--- config.mk ---
export PLATFORM = sky130hd
export DESIGN_NAME = wish_unpack_flat
export DESIGN_NICKNAME = d
export VERILOG_FILES = /design/src/rtl/wish_pkg.sv /design/src/rtl/wish_unpack_if.sv /design/src/rtl/wish_lane_sel.sv /design/src/rtl/wish_unpack.sv /design/src/flat_wrapper.sv
export SDC_FILE = /design/constraint.sdc
export NUM_CORES = 1
export LEC_CHECK = 0
export ABC_CLOCK_PERIOD_IN_PS = 2800
export CAP_MARGIN = 40
export CORE_ASPECT_RATIO = 1.2
export CORE_MARGIN = 2
export CORE_UTILIZATION = 67
export DETAILED_ROUTE_END_ITERATION = 10
export DONT_BUFFER_PORTS = 1
export PLACE_DENSITY_LB_ADDON = 0.2
export SYNTH_ARGS = -nofsm -noshare
export SYNTH_HDL_FRONTEND = slang
export SYNTH_SLANG_ARGS = --single-unit
--- constraint.sdc ---
create_clock -name clk_i -period 2.8 [get_ports clk_i]
set_input_delay 0.56 -clock clk_i [delete_from_list [all_inputs] [get_ports clk_i]]
set_output_delay 0.56 -clock clk_i [all_outputs]
set_load 0.005 [all_outputs]
--- src/rtl/wish_pkg.sv ---
// Shared definitions for the wish_pack / wish_unpack width converters.
//   WISH_LITTLE / WISH_BIG : values for the LITTLE_ENDIAN parameter.
//   wish_state_e           : holding-register state (EMPTY / SEND).
//   lane_idx()             : maps a beat counter to the wide-word lane it carries,
//                            shared so packer and unpacker agree on lane order.
package wish_pkg;

    localparam bit WISH_LITTLE = 1'b1;
    localparam bit WISH_BIG    = 1'b0;

    typedef enum logic {
        ST_EMPTY = 1'b0,
        ST_SEND  = 1'b1
    } wish_state_e;

    function automatic int unsigned lane_idx(input int unsigned cnt,
                                             input int unsigned num_pack,
                                             input bit          little_endian);
        return little_endian ? cnt : (num_pack - 1 - cnt);
    endfunction

endpackage

--- src/rtl/wish_unpack_if.sv ---
// Bus bundle for wish_unpack: wide Wishbone-style source side (s_*) and
// narrow beat sink side (d_*).
//   slave  : the unpacker's view (consumes wide words, produces beats)
//   master : the environment's view (offers wide words, accepts beats)
interface wish_unpack_if #(
    parameter int DATA_WIDTH = 8,
    parameter int NUM_PACK   = 4,
    parameter int TGC_WIDTH  = 2
);

    logic                           s_stb_i;
    logic                           s_cyc_i;
    logic                           s_ack_o;
    logic                           s_stall_o;
    logic [DATA_WIDTH*NUM_PACK-1:0] s_dat_i;
    logic [TGC_WIDTH-1:0]           s_tgc_i;

    logic                           d_stb_o;
    logic                           d_cyc_o;
    logic                           d_ack_i;
    logic [DATA_WIDTH-1:0]          d_dat_o;
    logic [TGC_WIDTH-1:0]           d_tgc_o;
    logic                           d_last_o;

    modport slave (
        input  s_stb_i, s_cyc_i, s_dat_i, s_tgc_i, d_ack_i,
        output s_ack_o, s_stall_o, d_stb_o, d_cyc_o, d_dat_o, d_tgc_o, d_last_o
    );

    modport master (
        output s_stb_i, s_cyc_i, s_dat_i, s_tgc_i, d_ack_i,
        input  s_ack_o, s_stall_o, d_stb_o, d_cyc_o, d_dat_o, d_tgc_o, d_last_o
    );

endinterface

--- src/rtl/wish_lane_sel.sv ---
// Purely combinational NUM_PACK:1 lane multiplexer.
//   word_i : NUM_PACK lanes of DATA_WIDTH bits, lane 0 in the low bits
//   sel_i  : lane index; out-of-range values select zero
//   lane_o : selected lane
module wish_lane_sel #(
    parameter int DATA_WIDTH = 8,
    parameter int NUM_PACK   = 4
) (
    input  logic [DATA_WIDTH*NUM_PACK-1:0] word_i,
    input  logic [$clog2(NUM_PACK)-1:0]    sel_i,
    output logic [DATA_WIDTH-1:0]          lane_o
);

    localparam int SEL_W = $clog2(NUM_PACK);

    always_comb begin
        lane_o = '0;
        for (int unsigned i = 0; i < NUM_PACK; i++) begin
            if (sel_i == SEL_W'(i)) begin
                lane_o = word_i[i*DATA_WIDTH +: DATA_WIDTH];
            end
        end
    end

endmodule

--- src/rtl/wish_unpack.sv ---
// Width-down converter: accepts one wide word of NUM_PACK lanes and emits it
// as NUM_PACK narrow beats, lane order chosen by LITTLE_ENDIAN.
//   clk_i  : clock, rising edge
//   rst_ni : asynchronous active-low reset
//   bus    : wish_unpack_if.slave
//            s_stb_i/s_cyc_i/s_dat_i/s_tgc_i in, s_ack_o/s_stall_o out (wide side)
//            d_stb_o/d_cyc_o/d_dat_o/d_tgc_o/d_last_o out, d_ack_i in (narrow side)
// A single holding register is refilled either when empty or on the final
// beat of the current word, which gives bubble-free back-to-back words.
module wish_unpack
    import wish_pkg::*;
#(
    parameter int DATA_WIDTH    = 8,
    parameter int NUM_PACK      = 4,
    parameter int TGC_WIDTH     = 2,
    parameter bit LITTLE_ENDIAN = WISH_LITTLE
) (
    input  logic          clk_i,
    input  logic          rst_ni,
    wish_unpack_if.slave  bus
);

    localparam int                CNT_W    = $clog2(NUM_PACK);
    localparam logic [CNT_W-1:0]  CNT_LAST = CNT_W'(NUM_PACK - 1);

    wish_state_e                    state_q, state_d;
    logic [CNT_W-1:0]               cnt_q, cnt_d;
    logic [DATA_WIDTH*NUM_PACK-1:0] hold_q, hold_d;
    logic [TGC_WIDTH-1:0]           tgc_q, tgc_d;

    logic                           valid;
    logic                           last;
    logic                           beat_done;
    logic                           stall;
    logic                           accept;
    logic [CNT_W-1:0]               lane;
    logic [DATA_WIDTH-1:0]          lane_dat;

    assign valid     = (state_q == ST_SEND);
    assign last      = (cnt_q == CNT_LAST);
    assign beat_done = valid & bus.d_ack_i;

    // Stall is forced high during reset so no word can be acked then.
    assign stall  = rst_ni ? (valid & ~(beat_done & last)) : 1'b1;
    assign accept = bus.s_stb_i & bus.s_cyc_i & ~stall;

    assign lane = CNT_W'(lane_idx(32'(cnt_q), NUM_PACK, LITTLE_ENDIAN));

    wish_lane_sel #(
        .DATA_WIDTH (DATA_WIDTH),
        .NUM_PACK   (NUM_PACK)
    ) u_lane_sel (
        .word_i (hold_q),
        .sel_i  (lane),
        .lane_o (lane_dat)
    );

    always_comb begin
        state_d = state_q;
        cnt_d   = cnt_q;
        hold_d  = hold_q;
        tgc_d   = tgc_q;
        // accept is only possible when empty or on the final-beat handoff,
        // so it takes priority over the beat-advance branch.
        if (accept) begin
            state_d = ST_SEND;
            cnt_d   = '0;
            hold_d  = bus.s_dat_i;
            tgc_d   = bus.s_tgc_i;
        end else if (beat_done) begin
            if (last) begin
                state_d = ST_EMPTY;
                cnt_d   = '0;
            end else begin
                cnt_d   = cnt_q + 1'b1;
            end
        end
    end

    always_ff @(posedge clk_i or negedge rst_ni) begin
        if (!rst_ni) begin
            state_q <= ST_EMPTY;
            cnt_q   <= '0;
            hold_q  <= '0;
            tgc_q   <= '0;
        end else begin
            state_q <= state_d;
            cnt_q   <= cnt_d;
            hold_q  <= hold_d;
            tgc_q   <= tgc_d;
        end
    end

    assign bus.s_ack_o   = accept;
    assign bus.s_stall_o = stall;
    assign bus.d_stb_o   = valid;
    assign bus.d_cyc_o   = valid;
    assign bus.d_last_o  = valid & last;
    assign bus.d_dat_o   = valid ? lane_dat : '0;
    assign bus.d_tgc_o   = valid ? tgc_q : '0;

endmodule

--- src/flat_wrapper.sv ---
// flat-port wrapper written by rule: the top's interface ports become plain ports
module wish_unpack_flat import wish_pkg::*;
#(
    parameter int DATA_WIDTH    = 8,
    parameter int NUM_PACK      = 4,
    parameter int TGC_WIDTH     = 2,
    parameter bit LITTLE_ENDIAN = WISH_LITTLE
)
  (clk_i, rst_ni, bus_s_stb_i, bus_s_cyc_i, bus_s_dat_i, bus_s_tgc_i, bus_d_ack_i, bus_s_ack_o, bus_s_stall_o, bus_d_stb_o, bus_d_cyc_o, bus_d_dat_o, bus_d_tgc_o, bus_d_last_o);
  wish_unpack_if #(.DATA_WIDTH(DATA_WIDTH), .NUM_PACK(NUM_PACK), .TGC_WIDTH(TGC_WIDTH)) bus_i ();
  input  logic clk_i;
  input  logic rst_ni;
  input wire logic [$bits(bus_i.s_stb_i)-1:0] bus_s_stb_i;
  input wire logic [$bits(bus_i.s_cyc_i)-1:0] bus_s_cyc_i;
  input wire logic [$bits(bus_i.s_dat_i)-1:0] bus_s_dat_i;
  input wire logic [$bits(bus_i.s_tgc_i)-1:0] bus_s_tgc_i;
  input wire logic [$bits(bus_i.d_ack_i)-1:0] bus_d_ack_i;
  output wire logic [$bits(bus_i.s_ack_o)-1:0] bus_s_ack_o;
  output wire logic [$bits(bus_i.s_stall_o)-1:0] bus_s_stall_o;
  output wire logic [$bits(bus_i.d_stb_o)-1:0] bus_d_stb_o;
  output wire logic [$bits(bus_i.d_cyc_o)-1:0] bus_d_cyc_o;
  output wire logic [$bits(bus_i.d_dat_o)-1:0] bus_d_dat_o;
  output wire logic [$bits(bus_i.d_tgc_o)-1:0] bus_d_tgc_o;
  output wire logic [$bits(bus_i.d_last_o)-1:0] bus_d_last_o;
  assign bus_i.s_stb_i = bus_s_stb_i;
  assign bus_i.s_cyc_i = bus_s_cyc_i;
  assign bus_i.s_dat_i = bus_s_dat_i;
  assign bus_i.s_tgc_i = bus_s_tgc_i;
  assign bus_i.d_ack_i = bus_d_ack_i;
  assign bus_s_ack_o = bus_i.s_ack_o;
  assign bus_s_stall_o = bus_i.s_stall_o;
  assign bus_d_stb_o = bus_i.d_stb_o;
  assign bus_d_cyc_o = bus_i.d_cyc_o;
  assign bus_d_dat_o = bus_i.d_dat_o;
  assign bus_d_tgc_o = bus_i.d_tgc_o;
  assign bus_d_last_o = bus_i.d_last_o;
  wish_unpack #(.DATA_WIDTH(DATA_WIDTH), .NUM_PACK(NUM_PACK), .TGC_WIDTH(TGC_WIDTH), .LITTLE_ENDIAN(LITTLE_ENDIAN)) u_core (.clk_i(clk_i), .rst_ni(rst_ni), .bus(bus_i));
endmodule
# [Yosys cells after proc, flatten, opt, wreduce, memory -nomap -nowiden]
# Index checks and enable logic that the tools add are counted.
[classes] addsub=1 n_eq_ne=3 mux=13 bitwise_logic=8 n_reduce_logical=4
[op_table] op="two-way mux 8 bit" count=5
[op_table] op="two-way mux 2 bit" count=4
[op_table] op="bitwise AND 1 bit" count=6
[op_table] op="== test 2 bit, second input constant" count=2
[op_table] op="two-way mux 1 bit" count=4
[op_table] op="nonzero test 2 bit" count=2
[op_table] op="adder 2 x 1 -> 2 bit, second input constant" count=1
[op_table] op="== test 2 x 1 -> 1 bit, second input constant" count=1
[op_table] op="logical NOT 2 bit" count=1
[op_table] op="inverter 1 bit" count=2
[op_table] op="AND reduction 2 bit" count=1
[word_totals] reg_bits=37 out_inout_bits=15 word_cells=33

# [Longest topological paths before layout]
# Gate-level depths: netlist of run 1.
[depth] ltp_word=9 ltp_mapped=7

# [By module]
# From an unflattened synthesis of run 1, not the netlist that was laid out.
[hier_totals] cells_unflattened=111 hier_area_um2=1850.5
[modules_own_cells] module="wish_unpack" n_inst=1 cells_each=101 area_each_um2=1654.1
[modules_own_cells] module="wish_lane_sel" n_inst=1 cells_each=10 area_each_um2=196.4

# [Worst setup path before layout of run 1]
# OpenSTA, ideal clock, no wires.
[synth_timing] path_type="register to output" from="reg u_core.cnt_q[1]" to="out bus_d_dat_o[0]" t_arrival_ps=1452 t_required_ps=2240 path_slack_ps=788 stages_incl_launch_ff=8 path_buffers=2 path_cell_list="dfrtp_1 > inv_1 > ha_1 > clkbuf_1 > nor2b_1 > clkbuf_1 > a221oi_1 > o21ai_0"
[synth_between] elab_chain_len=6 word_cells_on_any_way=9 classes_between="3 x eq/ne; 5 x mux; 1 x reduce/logical"
[synth_lines] element="start: declaration" line_no="wish_unpack.sv:27" rtl="logic [CNT_W-1:0] cnt_q, cnt_d;"
[synth_lines] element="start signal: assignment" line_no="wish_unpack.sv:88" rtl="cnt_q <= cnt_d;"
[synth_lines] element="logical NOT 2 bit" line_no="wish_lane_sel.sv:19" rtl="if (sel_i == SEL_W'(i)) begin"
[synth_lines] element="two-way mux 8 bit (3 in series)" line_no="wish_lane_sel.sv:19"
[synth_lines] element="two-way mux 8 bit *" line_no="wish_lane_sel.sv:19"
[synth_lines] element="two-way mux 8 bit *" line_no="wish_unpack.sv:99" rtl="assign bus.d_dat_o = valid ? lane_dat : '0;"
[synth_lines] element="end: declaration" line_no="flat_wrapper.sv:22" rtl="output wire logic [$bits(bus_i.d_dat_o)-1:0] bus_d_dat_o;"
# Every way passes the cells marked *; elsewhere a longest branch is shown, timed or not.

# [Worst setup path after layout of run 1]
[layout_timing] from="reg u_core.cnt_q[1]" to="out bus_d_dat_o[4]"
# Same word-level chain as after synthesis.

==> key figures, run 1 <==
Status
  – Status: completed

Worst setup path
  – Crit path cell chain: inv_1 -> ha_1 -> nor2b_2 -> a221oi_1 -> o21ai_0
  – Worst EP required: 2.24 ns
  – RR Endpoint: u_core.hold_q[5]
  – Critical path peak fanout: 10
  – FF-to-FF path depth: 5
  – Reg2Reg Setup Slack: 0.97 ns
  – Worst setup SP type: flip-flop
  – R2r startpoint: u_core.cnt_q[0]
  – Worst setup EP type: primary output
  – Worst stage delay on the critical path: 0.43 ns
  – Setup CP Type: reg -> out
  – Slowest stage cell on the critical path: dfrtp_1
  – CP delay by family, top: compound AO/OA/AOI/OAI gates
  – CP arrival: just under 2 ns
  – WP buf/inv: 1

Yosys
  – YS warnings: 0
  – Compound-cell area share of the yosys netlist: 8.88%
  – Main combinational cell family by area after synthesis: multiplexers
  – Synth Cell Area: around 1900 µm²
  – Count of state elements after synthesis: 37
  – Syn_area_per_cell: 13.6 µm²
  – Register area share after synthesis: 49.8%
  – Library cells used by synthesis: 20
  – Net Count, Synth: 180
  – Mapped Cells: 137
  – Post-synthesis simple-gate area fraction: 6.39%
  – Adder-Cell Fraction of Synth Area: 2.69%
  – XOR/XNOR Fraction of Synth Area: 0%
  – Mux contribution to synthesized area: 26.6%

Finish
  – Design area: 1900 µm²
  – Final cell count without fillers: 171
  – Filler Cells Inserted: 178
  – Multi-input logic area: slightly above 800 µm²
  – Final core utilization: roughly three quarters
  – Register area: 926 µm²
  – Diode count: 0
  – Area delta synth->final: 2.15%
  – Layout cells sized above 1: 35.5%
  – Layout Nets: 181

Timing
  – Fmax: 393 MHz
  – Worst Hold Margin: 0.0527 ns
  – Clk_skew: 0.00331 ns
  – Setup TNS: 0 ns
  – Slew @ Worst Pin: around 0.48 ns
  – Hold Fails Final Rpt: 0
  – Worst slew margin: approximately two thirds
  – Period minus WS final: 2.54 ns
  – Unrepaired setup endpoints after global routing: false
  – # setup viols final: 0
  – Fin. max-slew vios: 0
  – Final period utilization: 90.9%

Clock tree
  – TritonCTS Buffers: 5
  – CTS tree: yes
  – Sink Count: 37
  – CTS clk-pin slew, worst paths: 0.10 ns
  – Clk root buf: clkbuf_4
  – Deepest clock path buffer count: 2
  – Clock latency on the worst-skew pair: 0.33 ns
  – Post CTS Setup Buffer Count: 0
  – H-tree levels: 2

Floorplanning
  – Die Wd: 52.1 µm
  – Core footprint: 2580 µm²
  – Chip Height: 61.7 µm
  – Top Ports: 54
  – Die ar.: about 3200 µm²
  – Num rows: 20
  – Initial Util: around 70%

Placement
  – Inst Count DP: ~160
  – GP Congestion: between 0.8 and 0.9
  – Area after DPL: 1820 µm²
  – PortBufs: 0
  – Dpl hpwl: 2.47 mm

Global routing
  – M1 GR Usage: 32.2%
  – Vias in the first global route: about 1,100
  – Gr busiest metal: met2
  – Tot GR Track Use: 24.7%
  – First-pass GRT wire length: 5.62 mm
  – Met3 GRT Util: 8.37%
  – Largest net degree at the start of global routing: 38
  – GR Util met2: 36.5%
  – Initial antenna violation count: 0
  – GR Overflow Total: 0

Pwr
  – Leakage: 0.000844 µW
  – P per Cell Area: around 1100 nW/µm²
  – Worst IR drop on VDD: 0.000667 V

Drt
  – Drt pass-1 iters: 4
  – Vias: 1,093
  – DRC Markers: 0
  – Avg WL per Cell: 20.3 µm
  – DRT Wirelength: about 3.5 mm
  – Starting DRC count in detailed routing: 33
  – Routed Antenna Nets: 0
  – Vias per cell: 6.39

Flow run
  – MaxCap Viol Count: 0

Min path
  – HP Class: in -> async
[per-stage QoR]
stage	setup WS [ns]	power, µW
5_1_grt	0.0526	2280
3_3_place_gp	0.742	1780
6_report	0.256	2120
4_1_cts	0.159	2130
3_5_place_dp	0.586	1830
2_1_floorplan	0.788	1670
[how the worst max path moves through the flow]
stage | start | to | depth (start not counted)
after floorplan | u_core.cnt_q[1] | bus_d_dat_o[0] | 7
after global placement | u_core.cnt_q[0] | bus_d_dat_o[0] | 4
after detailed placement | u_core.cnt_q[1] | bus_d_dat_o[5] | 5
after CTS | u_core.cnt_q[1] | bus_d_dat_o[4] | 5
after global routing | u_core.cnt_q[1] | bus_d_dat_o[4] | 5
final | u_core.cnt_q[1] | bus_d_dat_o[4] | 5
[synth_stat cells]
master,n,area share [%]
a21bo_2,1,0.54
a21oi_1,1,0.27
a221oi_1,8,3.8
and2_2,3,1.2
buf_12,3,3.2
buf_4,1,0.40
buf_6,1,0.61
clkbuf_1,4,0.81
dfrtp_1,37,50
ha_1,4,2.7
inv_1,3,0.61
mux2_2,7,4.2
mux2_4,27,22
mux2i_1,1,0.54
nand2_1,11,2.2
nand3_1,3,0.81
nor2_1,2,0.40
nor2b_1,3,1.0
nor2b_4,1,0.74
o21ai_0,16,4.3
[power breakdown]
group          switching, µW  internal [µW]  leakage [µW]
Clock                    153            118     0.0000314
Sequential               180            799      0.000447
Combinational            381            489      0.000367
[cell families (layout without fill, tap and decap cells)]
group	after synthesis	count (layout)
flip-flops	37	37
multiplexers	35	35
adder cells (fa/ha/maj)	4	4
AO/OA/AOI/OAI	26	26
buffers and inverters	12	13
AND/OR/NAND/NOR	23	23
[sequential cells by signal (all words and copies together), names as in the netlist]
name / count
u_core.hold_q: 32
u_core.cnt_q: 2
u_core.tgc_q: 2
u_core.bus.d_cyc_o: 1
[routing by layer]
metal  part of all wire (%)  vias up
li1                       -      488
met4                    2.6        0
met1                     42      543
met5                      0        -
met3                    8.4       10
met2                     47       52
[cells in the final DEF, fill, tap and decap left out]
| cell type | count |
|---|---|
| nand3_1 | 3 |
| and2_2 | 3 |
| a21oi_1 | 1 |
| nor2b_4 | 1 |
| mux2_4 | 27 |
| a221oi_1 | 8 |
| clkbuf_4 | 5 |
| ha_1 | 4 |
| nor2b_2 | 1 |
| inv_1 | 3 |
| nand2_1 | 11 |
| nor2_1 | 2 |
| clkbuf_8 | 1 |
| o21ai_0 | 16 |
| mux2i_1 | 1 |
| clkbuf_1 | 1 |
| buf_4 | 2 |
| buf_12 | 1 |
| a21bo_2 | 1 |
| mux2_2 | 7 |
| dfrtp_1 | 37 |
| nor2b_1 | 2 |
[layout make-up]
type,count,share of cell area [%]
repair buffers,3,1.84
flip-flops and latches,37,48.7
inverters,3,0.593
clock buffers,7,2.90
multi-input cells,88,43.7
well taps,33,2.17
[repair_timing]
action,CTS,global route
hold buffers,1,0
resized for setup,0,1
endpoints found under the hold margin,37,0
setup endpoints to repair,0,4
Note: power is estimated with default switching activity, not from simulation.
==> inputs of run 2 (changes only) <==
ABC_AREA = 1   (was unset)
==> run 2 against run 1 <==
  * Fmax grew 10%
  * Sequential power grew 2%
  * Via count grew 52%
  * Clock power shrank 9.9%
  * Clock skew grew 0.0082 ns
  * Critical path depth is the same
  * Hold slack lost 0.0071 ns
==> key figures, run 2 <==
Drt
  – Avg WL per Cell: 14.8 µm (-27%)
  – Starting DRC count in detailed routing: 56 (+70%)
  – DRT Wirelength: 4.20 mm (+21%)
  – DRC Markers: 0 (unchanged)
  – Vias: 1,657 (+52%)
  – Drt pass-1 iters: 4 (unchanged)
  – Routed Antenna Nets: 0 (unchanged)
  – Vias per cell: 5.86 (-8.4%)

Clock tree
  – Clk root buf: clkbuf_4
  – H-tree levels: 2 (unchanged)
  – TritonCTS Buffers: 5 (unchanged)
  – Clock latency on the worst-skew pair: 0.33 ns (about the same)
  – PostCTS Resize Cnt: 0 (unchanged)
  – Deepest clock path buffer count: 2 (unchanged)
  – Sink Count: 37 (unchanged)
  – CTS clk-pin slew, worst paths: 0.10 ns (about the same)
  – CTS tree: yes

Global routing
  – GR Util met2: 43.5% (+7.0 points)
  – GR Overflow Total: 0 (unchanged)
  – Largest net degree at the start of global routing: 38 (unchanged)
  – First-pass GRT wire length: 7.00 mm (+25%)
  – Tot GR Track Use: 28.4% (+3.7 points)
  – Met3 GRT Util: 5.92% (-2.4 points)
  – Initial antenna violation count: 0 (unchanged)
  – Gr busiest metal: met2
  – Vias in the first global route: 1,597 (+42%)
  – M1 GR Usage: 37.5% (+5.3 points)

Finish
  – Commonest non-fill, non-tap cell in the layout: nand2_1
  – Filler Cells Inserted: 246 (+38%)
  – Top reg by flops: u_core.hold_q
  – Area delta synth->final: 0.633%
  – Most frequent cells in the layout: nand2_1, dfrtp_1, nand4_1, inv_1, a21oi_1
  – Multi-input logic area: 875 µm² (+5.3%)
  – Register area: 926 µm² (unchanged)
  – Layout cells sized above 1: 5.22% (-30 points)
  – Diode count: 0 (unchanged)
  – Layout Nets: 293 (+62%)
  – Design area: 1990 µm² (+4.7%)
  – Top flop regs: u_core.hold_q: 32 flops, u_core.cnt_q: 2 flops, u_core.tgc_q: 2 flops
  – Max FFs per register: 32 (unchanged)

Floorplanning
  – Core footprint: 2810 µm² (+9.1%)
  – Die Wd: 53.6 µm (+2.8%)
  – Top Ports: 54 (unchanged)
  – Chip Height: 63.5 µm (+2.9%)
  – Num rows: 21 (+5.0%)
  – Initial Util: 70.3% (-1.9 points)
  – Die ar.: 3400 µm² (+5.8%)

Worst setup path
  – RR Endpoint: u_core.hold_q[0]
  – Slowest stage cell on the critical path: dfrtp_1
  – Worst setup SP type: flip-flop
  – Crit path from: u_core.cnt_q[1]
  – Worst setup EP type: primary output
  – Critical path peak fanout: 37 (+27)
  – Crit path cell chain: ha_1 -> nand2_2 -> nand2_4 -> nand3_4 -> inv_1
  – FF-to-FF path depth: 7 (+2)
  – Setup CP Type: reg -> out
  – Reg2Reg Setup Slack: 0.98 ns (about the same)
  – Crit path to: bus_s_ack_o
  – Worst stage delay on the critical path: 0.40 ns (-0.03 ns)
  – Worst EP required: 2.24 ns (about the same)
  – R2r startpoint: u_core.cnt_q[1]
  – CP arrival: 1.74 ns (-0.24 ns)

Flow run
  – MaxCap Viol Count: 0 (unchanged)

Timing
  – Setup TNS: 0 ns (unchanged)
  – Clk_skew: 0.0115 ns (+0.00815 ns)
  – Unrepaired setup endpoints after global routing: false
  – # setup viols final: 0 (unchanged)
  – Final period utilization: 82.2% (-8.6 points)
  – Worst slew margin: 59.6% (-8.6 points)
  – Fmax: 434 MHz (+10%)
  – Fin. max-slew vios: 0 (unchanged)
  – Hold Fails Final Rpt: 0 (unchanged)
  – Period minus WS final: 2.30 ns (-0.242 ns)
  – Slew @ Worst Pin: 0.606 ns (+0.129 ns)

Pwr
  – P per Cell Area: 1060 nW/µm² (-5.0%)
  – Worst IR drop on VDD: 0.000735 V (+10%)
  – Tot Pwr: 2110 µW (-0.57%)
  – Leakage: 0.00108 µW (+28%)

Yosys
  – Top post-synthesis cells by count: nand2_1, dfrtp_1, nand4_1
  – YS warnings: 0 (unchanged)
  – Primary FF master, synth: dfrtp_1
  – Synth Cell Area: 1980 µm² (+6.3%)
  – Number of synthesized flops with an enable pin: 0 (unchanged)
  – Library cells used by synthesis: 18 (-10%)
  – Most frequent cell after synthesis: nand2_1
  – Area contributors post-synth: dfrtp_1, nand2_1, nand4_1
  – Syn_area_per_cell: 7.66 µm² (-44%)
  – Mapped Cells: 258 (+88%)
  – Post-synthesis async set-or-reset flop share: 100% (unchanged)
  – Count of state elements after synthesis: 37 (unchanged)
  – Yosys top cell area share: 46.9% (-2.9 points)
  – Register area share after synthesis: 46.9% (-2.9 points)
  – Post-synth top area cell: dfrtp_1
  – Net Count, Synth: 301 (+67%)

Status
  – Status: completed

Min path
  – HP Class: in -> async

Placement
  – Area after DPL: 1930 µm² (+5.7%)
  – GP Congestion: 0.942 (+16%)
  – Dpl hpwl: 2.87 mm (+16%)
  – PortBufs: 0 (unchanged)
run 2: cell types whose count changed after synthesis, sizes merged, moves of 7 or more:
| cell | before | now |
|---|---|---|
| nand3 | 3 | 10 |
| inv | 3 | 18 |
| a21oi | 1 | 14 |
| o21ai | 16 | 6 |
| mux2 | 34 | 0 |
| nand4 | 0 | 34 |
| nand2 | 11 | 111 |
| a221oi | 8 | 0 |
| buf | 5 | 14 |
run 2: metrics by stage:
step,hold slack [ns],utilization [%],instances,setup WS (ns)
floorplan,0.264,-,258,1.08
global placement,0.266,68.5,276,0.871
detailed placement,0.266,68.5,276,0.838
CTS,0.0461,70.7,283,0.460
global route,0.0260,70.7,283,0.314
finish,0.0455,70.7,283,0.498
run 2: timing repair:
action | in CTS | in global routing
hold buffers | 1 | 0
endpoints found under the hold margin | 37 | 0
setup buffers | 0 | 0
run 2: final cells by class:
cell class	count	area share, %
tap	34	2.14
clock inverter	1	0.252
inverter	18	3.40
multi-input combinational	185	44.0
sequential	37	46.6
timing repair buffer	3	1.76
clock buffer	5	1.89
run 2: how the worst min path moves through the flow:
stage	end	cells past startpoint
floorplan	u_core.bus.d_cyc_o	0
global placement	u_core.hold_q[6]	0
detailed placement	u_core.hold_q[13]	0
CTS	u_core.hold_q[13]	1
global route	u_core.hold_q[13]	1
finish	u_core.hold_q[6]	1
run 2: cell families after synthesis:
family,count (synthesis),synth area share [%]
buffers and inverters,36,8.87
adders and majority gates,4,2.53
DFF,37,46.9
AOI/OAI and AO/OA,20,5.07
and+or+nand+nor,161,36.7
run 2: where the power goes:
part / switching [µW] / internal (µW) / leakage [µW]
Clock: 158 / 87.1 / 0.0000269
Combinational: 573 / 296 / 0.000597
Sequential: 199 / 796 / 0.000460
Total: 930 / 1180 / 0.00108
run 2: worst max-delay path: cells and delay by family (launching register included):
kind / cells / cell delay [ns]
adders and majority gates: 1 / 0.37
DFF: 1 / 0.40
buffers and inverters: 1 / 0.12
and+or+nand+nor: 3 / 0.52
run 2: layer usage:
metal  vias up  wire length, µm
met5         -                0
met4         0              126
met3        12              305
met2        66             1990
met1       752             1780
li1        827                -
